**src/rtl/timer_pkg.sv**
```systemverilog
// Shared types and constants for the MM:SS countdown timer.
// Digit moduli, BCD width and the load clamp helper live here.
package timer_pkg;

    typedef enum logic [1:0] {
        ST_IDLE    = 2'd0,
        ST_RUN     = 2'd1,
        ST_PAUSED  = 2'd2,
        ST_EXPIRED = 2'd3
    } state_e;

    localparam int BCD_W   = 4;
    localparam int MOD_DEC = 10;
    localparam int MOD_SEX = 6;

    function automatic logic [BCD_W-1:0] clamp_bcd(
        input logic [BCD_W-1:0] v,
        input logic [BCD_W-1:0] max_v
    );
        return (v > max_v) ? max_v : v;
    endfunction

endpackage

```
**src/rtl/bcd_down_digit.sv**
```systemverilog
// One BCD down-counting digit with modulo wrap and borrow chaining.
// The lowest digit of the chain is fed borrow_in=1 to request a decrement.
module bcd_down_digit
    import timer_pkg::*;
#(
    parameter int MOD = 10
) (
    input  logic             clk,
    input  logic             rst,
    input  logic             en,
    input  logic             borrow_in,
    input  logic             load,
    input  logic [BCD_W-1:0] load_val,
    output logic [BCD_W-1:0] digit,
    output logic             borrow_out
);

    logic [BCD_W-1:0] digit_q, digit_d;

    always_comb begin
        digit_d = digit_q;
        if (load) begin
            digit_d = load_val;
        end else if (en && borrow_in) begin
            digit_d = (digit_q == '0) ? BCD_W'(MOD - 1) : digit_q - 1'b1;
        end
    end

    always_ff @(posedge clk) begin
        if (rst) begin
            digit_q <= '0;
        end else begin
            digit_q <= digit_d;
        end
    end

    assign digit      = digit_q;
    assign borrow_out = (digit_q == '0) && borrow_in;

endmodule

```
**src/rtl/countdown_timer_mmss.sv**
```systemverilog
// MM:SS countdown timer driven by a 1 Hz tick, with done pulse and alarm.
// Four chained BCD digits hold the count; a 4-state FSM sequences it.
module countdown_timer_mmss
    import timer_pkg::*;
#(
    parameter int ALARM_SECONDS = 5
) (
    input  logic             clk,
    input  logic             rst,
    input  logic             tick_1s,
    input  logic             start,
    input  logic             pause,
    input  logic             load,
    input  logic [BCD_W-1:0] load_min_t,
    input  logic [BCD_W-1:0] load_min_u,
    input  logic [BCD_W-1:0] load_sec_t,
    input  logic [BCD_W-1:0] load_sec_u,
    output logic [BCD_W-1:0] min_t,
    output logic [BCD_W-1:0] min_u,
    output logic [BCD_W-1:0] sec_t,
    output logic [BCD_W-1:0] sec_u,
    output logic             running,
    output logic             done,
    output logic             alarm
);

    localparam logic [3:0] ALARM_LIM = 4'(ALARM_SECONDS);

    state_e     state_q, state_d;
    logic [3:0] acnt_q, acnt_d;
    logic       running_q, running_d;
    logic       done_q, done_d;
    logic       alarm_q, alarm_d;

    logic dec, load_ok, is_zero, is_one;
    logic b_su, b_st, b_mu;

    assign dec     = (state_q == ST_RUN) && tick_1s;
    assign load_ok = load && (state_q != ST_RUN);
    assign is_one  = (min_t == '0) && (min_u == '0)
                  && (sec_t == '0) && (sec_u == 4'd1);

    bcd_down_digit #(.MOD(MOD_DEC)) u_sec_u (
        .clk       (clk),
        .rst       (rst),
        .en        (dec),
        .borrow_in (1'b1),
        .load      (load_ok),
        .load_val  (clamp_bcd(load_sec_u, 4'd9)),
        .digit     (sec_u),
        .borrow_out(b_su)
    );

    bcd_down_digit #(.MOD(MOD_SEX)) u_sec_t (
        .clk       (clk),
        .rst       (rst),
        .en        (dec),
        .borrow_in (b_su),
        .load      (load_ok),
        .load_val  (clamp_bcd(load_sec_t, 4'd5)),
        .digit     (sec_t),
        .borrow_out(b_st)
    );

    bcd_down_digit #(.MOD(MOD_DEC)) u_min_u (
        .clk       (clk),
        .rst       (rst),
        .en        (dec),
        .borrow_in (b_st),
        .load      (load_ok),
        .load_val  (clamp_bcd(load_min_u, 4'd9)),
        .digit     (min_u),
        .borrow_out(b_mu)
    );

    // The end of the borrow chain is high exactly when the count is 00:00.
    bcd_down_digit #(.MOD(MOD_DEC)) u_min_t (
        .clk       (clk),
        .rst       (rst),
        .en        (dec),
        .borrow_in (b_mu),
        .load      (load_ok),
        .load_val  (clamp_bcd(load_min_t, 4'd9)),
        .digit     (min_t),
        .borrow_out(is_zero)
    );

    always_comb begin
        state_d = state_q;
        acnt_d  = acnt_q;
        done_d  = 1'b0;
        unique case (state_q)
            ST_IDLE, ST_PAUSED: begin
                if (!load && start && !is_zero) begin
                    state_d = ST_RUN;
                end
            end
            ST_RUN: begin
                if (tick_1s && is_one) begin
                    state_d = ST_EXPIRED;
                    done_d  = 1'b1;
                    acnt_d  = '0;
                end else if (pause) begin
                    state_d = ST_PAUSED;
                end
            end
            ST_EXPIRED: begin
                if (load) begin
                    state_d = ST_IDLE;
                    acnt_d  = '0;
                end else if (tick_1s) begin
                    if (acnt_q + 4'd1 == ALARM_LIM) begin
                        state_d = ST_IDLE;
                        acnt_d  = '0;
                    end else begin
                        acnt_d = acnt_q + 4'd1;
                    end
                end
            end
            default: state_d = ST_IDLE;
        endcase
        running_d = (state_d == ST_RUN);
        alarm_d   = (state_d == ST_EXPIRED);
    end

    always_ff @(posedge clk) begin
        if (rst) begin
            state_q   <= ST_IDLE;
            acnt_q    <= '0;
            running_q <= 1'b0;
            done_q    <= 1'b0;
            alarm_q   <= 1'b0;
        end else begin
            state_q   <= state_d;
            acnt_q    <= acnt_d;
            running_q <= running_d;
            done_q    <= done_d;
            alarm_q   <= alarm_d;
        end
    end

    assign running = running_q;
    assign done    = done_q;
    assign alarm   = alarm_q;

endmodule

```
**config.mk**
```make
export PLATFORM = sky130hd
export DESIGN_NAME = countdown_timer_mmss
export DESIGN_NICKNAME = d
export VERILOG_FILES = /design/src/rtl/timer_pkg.sv /design/src/rtl/bcd_down_digit.sv /design/src/rtl/countdown_timer_mmss.sv
export SDC_FILE = /design/constraint.sdc
export NUM_CORES = 1
export LEC_CHECK = 0
export BUFFER_PORTS_ARGS = -buffer_cell sky130_fd_sc_hd__buf_2
export CORE_UTILIZATION = 40
export CTS_CLUSTER_DIAMETER = 100
export CTS_CLUSTER_SIZE = 24
export DETAILED_ROUTE_END_ITERATION = 10
export PLACE_DENSITY = 0.68
export SLEW_MARGIN = 10
export SYNTH_ARGS = -nofsm -noshare
export SYNTH_HDL_FRONTEND = slang
export SYNTH_SLANG_ARGS = --single-unit
```
**constraint.sdc**
```tcl
create_clock -name clk -period 5.8 [get_ports clk]
set_clock_uncertainty 0.05 [all_clocks]
set_input_delay 0.29 -clock clk [delete_from_list [all_inputs] [get_ports clk]]
set_output_delay 0.29 -clock clk [all_outputs]
set_load 0.005 [all_outputs]
```
; ---- Word level (Yosys, flattened, before mapping)
; Index checks and enable logic that the tools add are counted.
; Widths: inputs -> output; s select.
[word_totals]
regBits = 25
input_bits = 22
output_inout_bits = 19
elab_cells = 87
[classes]
n_addsub = 5
order_cmp = 4
n_eq_ne = 10
muxes = 29
n_bitwise = 1
n_reduce_logical = 29
[ops]
columns = op, n
row1 = $mux 4, 20
row2 = $logic_not 4->1, 4
row3 = $sub 4x1->4 const B, 4
row4 = $logic_and 1x1->1, 14
row5 = $gt 4x4->1 const B, 3
row6 = $mux 2, 6
row7 = $reduce_bool 2->1, 5
row8 = $pmux 4 s2, 1
row9 = $eq 2x2->1 const B, 3
row10 = $pmux 2 s3, 1
row11 = $add 4x1->4 const B, 1
row12 = $eq 2x1->1 const B, 2
row13 = $eq 4x1->1 const B, 1
row14 = $eq 4x3->1 const B, 1
row15 = $gt 4x3->1 const B, 1
row16 = $ne 2x1->1 const B, 2
row17 = $reduce_or 2->1, 2
row18 = $ne 3x3->1 const B, 1
row19 = $reduce_and 3->1, 1
row20 = $logic_not 1->1, 2
row21 = $logic_not 2->1, 1
row22 = $mux 1, 1
row23 = $not 1->1, 1

; ---- Depth between registers and ports, before layout
; Gate-level depths: netlist (run 1).
[depth]
word_depth = 9
depth_mapped = 6
ltp_nobuf = 6

; ---- Hierarchy
; From an unflattened synthesis (run 1), not the netlist that was laid out.
[hier_totals]
cells_unflattened = 202
hier_area_um2 = 1689.1
[by_module_without_submodules]
columns = module, n_inst, cells_each, area_each_um2, seq_area_each_um2
row1 = countdown_timer_mmss, 1, 98, 783.3, 180.2
row2 = bcd_down_digit (u_min_t ...), 3, 27, 234.0, 80.1
row3 = bcd_down_digit (u_sec_t), 1, 23, 203.9, 80.1

; ---- Least setup slack after synthesis (run 1)
; OpenSTA, ideal clock, no wires.
[synth_timing]
kind = flip-flop to flip-flop
start = reg state_q[0]
end = reg u_sec_t.digit_q[1] (netlist: u_sec_t.digit[1])
setup_time_ps = 91
t_arrival_ps = 1970
required_ps = 5659
setup_slack_ps = 3689
stages_incl_launch_ff = 7
path_buffers = 1
period_less_slack_ps = 2111
path_cell_list = dfxtp_1 nand4bb_4 or2_1 buf_6 or3_4 or4_1 a311oi_1
[synth_via]
elab_chain_len = 4
word_cells_on_any_way = 7
cone_classes = 2 x eq/ne / 1 x mux / 4 x reduce/logical
[synth_rtl]
columns = element, line_no
row1 = from (decl), countdown_timer_mmss.sv:29  ; state_e state_q, state_d;
row2 = from (signal assigned), countdown_timer_mmss.sv:134  ; state_q <= state_d;
row3 = $eq 2x1->1, countdown_timer_mmss.sv:38  ; assign dec = (state_q == ST_RUN) && tick_1s;
row4 = $logic_and 1x1->1, countdown_timer_mmss.sv:38
row5 = $logic_and 1x1->1, bcd_down_digit.sv:24  ; end else if (en && borrow_in) begin
row6 = $reduce_bool 2->1 (no source line), -
row7 = to (signal assigned), bcd_down_digit.sv:33  ; digit_q <= digit_d;
row8 = to (decl), bcd_down_digit.sv:18  ; logic [BCD_W-1:0] digit_q, digit_d;
; Parallel ways exist; a longest one is shown, timed or not.
; A chain may end at the register's enable or synchronous reset.

; ---- Worst setup path in the final report (run 1)
; Ends and elaborated chain as after synthesis.

==> run metrics, run 1 <==
run status finished, final reports clean; Unique masters post-synth 48; htree depth 1; Die Span Y between 60 and 70 um; Pwr Density between 200 and 250 nW/um2; Fmax roughly 440 MHz; GPL Wtd Cong 0.733; IO Pins a little over 40; Clock Sinks 25; post-CTS resize count 0; Slew @ Worst Pin about 0.70 ns; wire per inst 12.4 um; FF/Latch Area 500 um2; pin count of the biggest net entering global routing 27; Multi-input gate area 848 um2; Cells after Synth 172; Hold Crit Class primary input to flop; global-route wire length before repair 4.91 mm; Startpoint Class flop; Initial Util between 40% and 50%; cell area after synthesis 1420 um2; Finished Cell Area around 1700 um2; worst setup margin roughly 3.5 ns; commonest non-fill, non-tap cells in the layout 40 x buf_2, 25 x dfxtp_1, 22 x nor2_1; VDD IR-drop max roughly 0.14 mV; Initial DRT Pass Iterations 4; placed wire-length estimate ~2.4 mm; DR vias/cell 5.40; highest metal used met4; Row Count 21; Leak 0.653 nW; All-Layer GR Usage 17.3%; fin. max-slew vios 0; Max-Cap Viols 0; Mapped Nets slightly below 200; residual DRC count 0; WP data required around 6 ns; Post-CTS Setup Inserts 0; total global routing overflow 0; Fin. Hold Viols 0; share of post-route cells with drive strength above 1 about a quarter; FILL cells 372; Routed WL approximately 3.2 mm; most common cell after layout, fill and taps aside buf_2; Yosys warning count 0; Period minus WS final between 2 and 2.5 ns; Inserted Clock Buffers 3; Post-synth EDFFs 0; post-synthesis sequential area ratio a little over a third; later-pin clock latency in the skew report approximately 0.32 ns; crit-path max FO 10; syn_area_per_cell 8.26 um2; Port-buffer cells 40; CTS clk-pin slew, worst paths about 0.14 ns; CP Capture Type flop; met3 WL post-DR 147 um; delay of the slowest cell on the worst path roughly 0.53 ns; #FFs+latches synth 25; TNS Setup 0 ns; Placed Area 1640 um2; CTS tree built; CTS root buffer clkbuf_4; ANT nets after route 0; Slew HR between 50% and 60%; vias in the first global route ~1100; clk buf depth 2; Synth Flop Type dfxtp_1; Final period util between 30% and 40%; asr flop ratio synth 0%; Setup WS pre-CTS between 3 and 4 ns; slowest cell on the critical path dfxtp_1; Die Wd a little over 60 um; critical path class flop to flop; initial antenna violation count 0; fin nets about 230; antenna cells 0; area grow syn2layout 17.7%; Initial DRC Count 59; worst-path cell chain nand4bb_4 > or2_1 > or3_4 > or4_1 > a311oi_1; Met2 Wirelength approximately 1.4 mm; Metal-1 WL ~1.6 mm; Worst EP arrival around 2.5 ns; Vias 1377; RSZ-0062 raised after global routing no; core area ~3400 um2; count of final setup violators 0; Hold-fix buffers, CTS 0; die area roughly 3800 um2
[final cells by class]
type	instances	area share, %
clock buffer	3	1.35
clock inverter	1	0.299
inverter	10	2.25
multi-input combinational	130	50.7
sequential	25	29.9
tap	46	3.44
timing repair buffer	40	12.0
[cells by family (layout without fill, tap and decap cells)]
logic type / Yosys count / count (layout) / synth area share, %
AOI/OAI and AO/OA: 50 / 50 / 24.0
muxes: 2 / 2 / 1.50
and+or+nand+nor: 71 / 71 / 29.4
adders and majority gates: 2 / 2 / 1.76
buffers and inverters: 17 / 54 / 5.02
xor gates and xnor gates: 5 / 5 / 3.08
DFF: 25 / 25 / 35.2
[state kept, by name, indices dropped and copies added, names as in the netlist]
name,cells
acnt_q,4
u_min_t.digit,4
u_min_u.digit,4
u_sec_t.digit,4
u_sec_u.digit,4
state_q,2
alarm,1
done,1
running,1
[worst max-delay path, delay by kind of cell (launching register included)]
family,cells,cell delay [ns]
AND/OR/NAND/NOR,4,1.37
AO/OA/AOI/OAI,1,0.25
flip-flops,1,0.53
[worst paths after layout]
check / startpoint / to / slack, ns / cells past startpoint
hold reg to reg: acnt_q[3] / acnt_q[3] / 0.46 / 2
hold / removal: load_min_u[1] / u_min_u.digit[1] / 0.15 / 3
setup reg to reg: state_q[0] / u_sec_t.digit[1] / 3.54 / 5
setup / recovery: state_q[0] / u_sec_t.digit[1] / 3.54 / 5
[per-layer routing]
| metal | GRT usage, % | vias up |
|---|---|---|
| li1 | - | 722 |
| met1 | 23.6 | 620 |
| met2 | 27.8 | 33 |
| met3 | 4.20 | 2 |
| met4 | 3.81 | 0 |
| met5 | 0 | - |
[cells in the mapped netlist, drive strengths merged, types with 3 or more instances]
| cell type | instances | area (um2) |
|---|---|---|
| dfxtp | 25 | 500 |
| nor2 | 22 | 82.6 |
| a21oi | 10 | 50.1 |
| inv | 10 | 37.5 |
| nor3 | 9 | 45.0 |
| o21ai | 8 | 40.0 |
| a211oi | 7 | 52.6 |
| nand2 | 5 | 18.8 |
| a311oi | 4 | 35.0 |
| a31oi | 4 | 25.0 |
| clkbuf | 4 | 15.0 |
| nand2b | 4 | 25.0 |
| nand3 | 4 | 20.0 |
| or3 | 4 | 30.0 |
| xnor2 | 4 | 35.0 |
| buf | 3 | 18.8 |
| nor4 | 3 | 25.0 |
| nor4b | 3 | 26.3 |
| o31ai | 3 | 22.5 |
[power breakdown]
part | internal [mW] | switching [mW] | total, mW
Sequential | 0.182 | 0.0145 | 0.197
Clock | 0.0258 | 0.0526 | 0.0784
Combinational | 0.0332 | 0.0377 | 0.0710
Total | 0.241 | 0.105 | 0.346
[metrics by stage]
| stage | util [%] | total power, mW | std cells | hold WS [ns] |
|---|---|---|---|---|
| after floorplan | - | 0.244 | 172 | 0.372 |
| after global placement | 48.9 | 0.271 | 251 | 0.434 |
| after detailed placement | 48.9 | 0.272 | 251 | 0.441 |
| after CTS | 49.7 | 0.351 | 255 | 0.141 |
| after global routing | 49.7 | 0.368 | 255 | 0.132 |
| final | 49.7 | 0.346 | 255 | 0.149 |
Power figures use the tool's default switching activity.
==> run 2, diff against run 1 <==
--- a/config.mk
+++ b/config.mk
@@ -10,7 +10,7 @@
 export CTS_CLUSTER_DIAMETER = 100
 export CTS_CLUSTER_SIZE = 24
 export DETAILED_ROUTE_END_ITERATION = 10
-export PLACE_DENSITY = 0.68
+export PLACE_DENSITY = 0.71
 export SLEW_MARGIN = 10
 export SYNTH_ARGS = -nofsm -noshare
 export SYNTH_HDL_FRONTEND = slang
==> constraint.sdc (replaced) <==
create_clock -name clk -period 1.8 [get_ports clk]
set_clock_uncertainty 0.05 [all_clocks]
set_input_delay 0.09 -clock clk [delete_from_list [all_inputs] [get_ports clk]]
set_output_delay 0.09 -clock clk [all_outputs]
set_load 0.005 [all_outputs]
==> run metrics, run 2 (synthesized netlist as in run 1, its figures left out) <==
later-pin clock latency in the skew report around 0.31 ns; CP top delay family simple AND/OR/NAND/NOR gates; Multi-input gate area ~910 um2; Clock Sinks 25; startpoint of the worst hold path load_sec_u[3]; failing checks negative setup slack; CP Capture Type flop; delay of the slowest cell on the worst path 0.40 ns; Inserted Clock Buffers 3; total global routing overflow 0; Fmax about 540 MHz; commonest non-fill, non-tap cells in the layout 40 x buf_2, 35 x buf_4, 21 x nor2_1; Slew HR 65.1%; Startpoint Class flop; Pwr Density between 600 and 700 nW/um2; crit-path max FO 2; CTS root buffer clkbuf_4; worst setup margin -0.0474 ns; htree depth 1; Die Span Y slightly above 60 um; Tot Pwr between 1 and 1.5 mW; critical path class flop to flop; Worst Setup SP u_sec_u.digit[0]; GPL Wtd Cong ~0.77; Die Wd 61.6 um; area grow syn2layout 44.4%; residual DRC count 0; global-route wire length before repair 5.72 mm; worst-path cell chain nand4bb_4 > or2_1 > or3_4 > or4_1 > a311oi_1; Worst EP arrival around 2 ns; CTS tree built; placed wire-length estimate around 2.8 mm; Levels on crit path 5; Final period util 103%; antenna cells 0; slowest cell on the critical path or4_1; Worst Reg-to-Reg Cells 5; FILL cells ~340; share of post-route cells with drive strength above 1 between 40% and 50%; core area approximately 3400 um2; DR vias/cell ~5.3; vias in the first global route ~1300; wire per inst about 13 um; Hold Crit Class primary input to flop; fin. max-slew vios 0; Max-Cap Viols 0; fin nets roughly 270; most common cell after layout, fill and taps aside buf_2; Initial DRT Pass Iterations 4; Slew @ Worst Pin 0.524 ns; WP data required roughly 2.0 ns; worst path bufs/invs 0; IO Pins approximately 40; Port-buffer cells 40; Fin. Hold Viols 0; hold path depth 3; Leak between 0.8 and 0.9 nW; Row Count 21; Setup WS pre-CTS -0.0914 ns; ANT nets after route 0; Initial DRC Count 56; FF/Latch Area slightly above 500 um2; All-Layer GR Usage between 20% and 30%; run status complete, but fails checks; Routed WL around 3.7 mm; RSZ-0062 raised after global routing yes; clk buf depth 2; count of final setup violators 2; Initial Util 42.2%; pin count of the biggest net entering global routing 27; VDD IR-drop max between 0.3 and 0.4 mV; Worst R2R Start u_sec_u.digit[0]; die area 3790 um2; initial antenna violation count 0; Vias 1548; Period minus WS final 1.85 ns; CTS clk-pin slew, worst paths between 0.1 and 0.15 ns
-- run 2: cell count changes in the layout (fill, tap and decap cells not counted), sizes merged --
| cell | delta |
|---|---|
| dlygate4sd3 | +4 |
| clkbuf | +1 |
| clkinv | -1 |
| buf | +35 |
-- run 2: per-layer routing --
layer	part of all wire [%]	GRT usage, %	wire (um)
met1	46	25.9	1700
met2	50	35.9	1860
met3	3.0	2.52	111
met4	0.54	5.71	20
met5	0	0	0
-- run 2: area by class of cell --
type	instances	area share [%]
flip-flops and latches	25	25.0
multi-input cells	130	44.6
repair buffers	79	24.5
inverters	10	1.83
clock buffers	4	1.28
well taps	46	2.81
-- run 2: worst paths after layout --
kind	endpoint	slack [ns]
worst max-delay path	u_sec_t.digit[1]	-0.05
worst min-delay path	u_sec_u.digit[1]	0.01
worst max register to register	u_sec_t.digit[1]	-0.05
worst min register to register	acnt_q[0]	0.44
-- run 2: per-stage QoR --
stage	setup TNS [ns]	util [%]	cells	cell area, um2	hold slack [ns]
floorplan	-0.371	-	172	1430	0.172
global placement	-0.0781	56.4	283	1900	0.296
detailed placement	-0.230	56.4	283	1900	0.313
CTS	-0.0949	59.3	293	2000	0.00484
global route	-0.354	61.0	294	2050	0.00158
finish	-0.0692	61.0	294	2050	0.0138
-- run 2: power by group --
group | internal (mW) | switching, mW
Combinational | 0.185 | 0.172
Clock | 0.0865 | 0.170
Sequential | 0.590 | 0.0285
-- run 2: repair_timing --
action,CTS,global route
pin swaps,6,3
endpoints found under the hold margin,3,1
hold buffers,3,1
resized for setup,7,11
setup endpoints to repair,4,16
buffers inserted,3,0
-- run 2: worst min-delay path, delay by kind of cell --
family                 cells  cell delay, ns
AND/OR/NAND/NOR            1            0.10
AO/OA/AOI/OAI              1            0.05
buffers and inverters      1            0.10
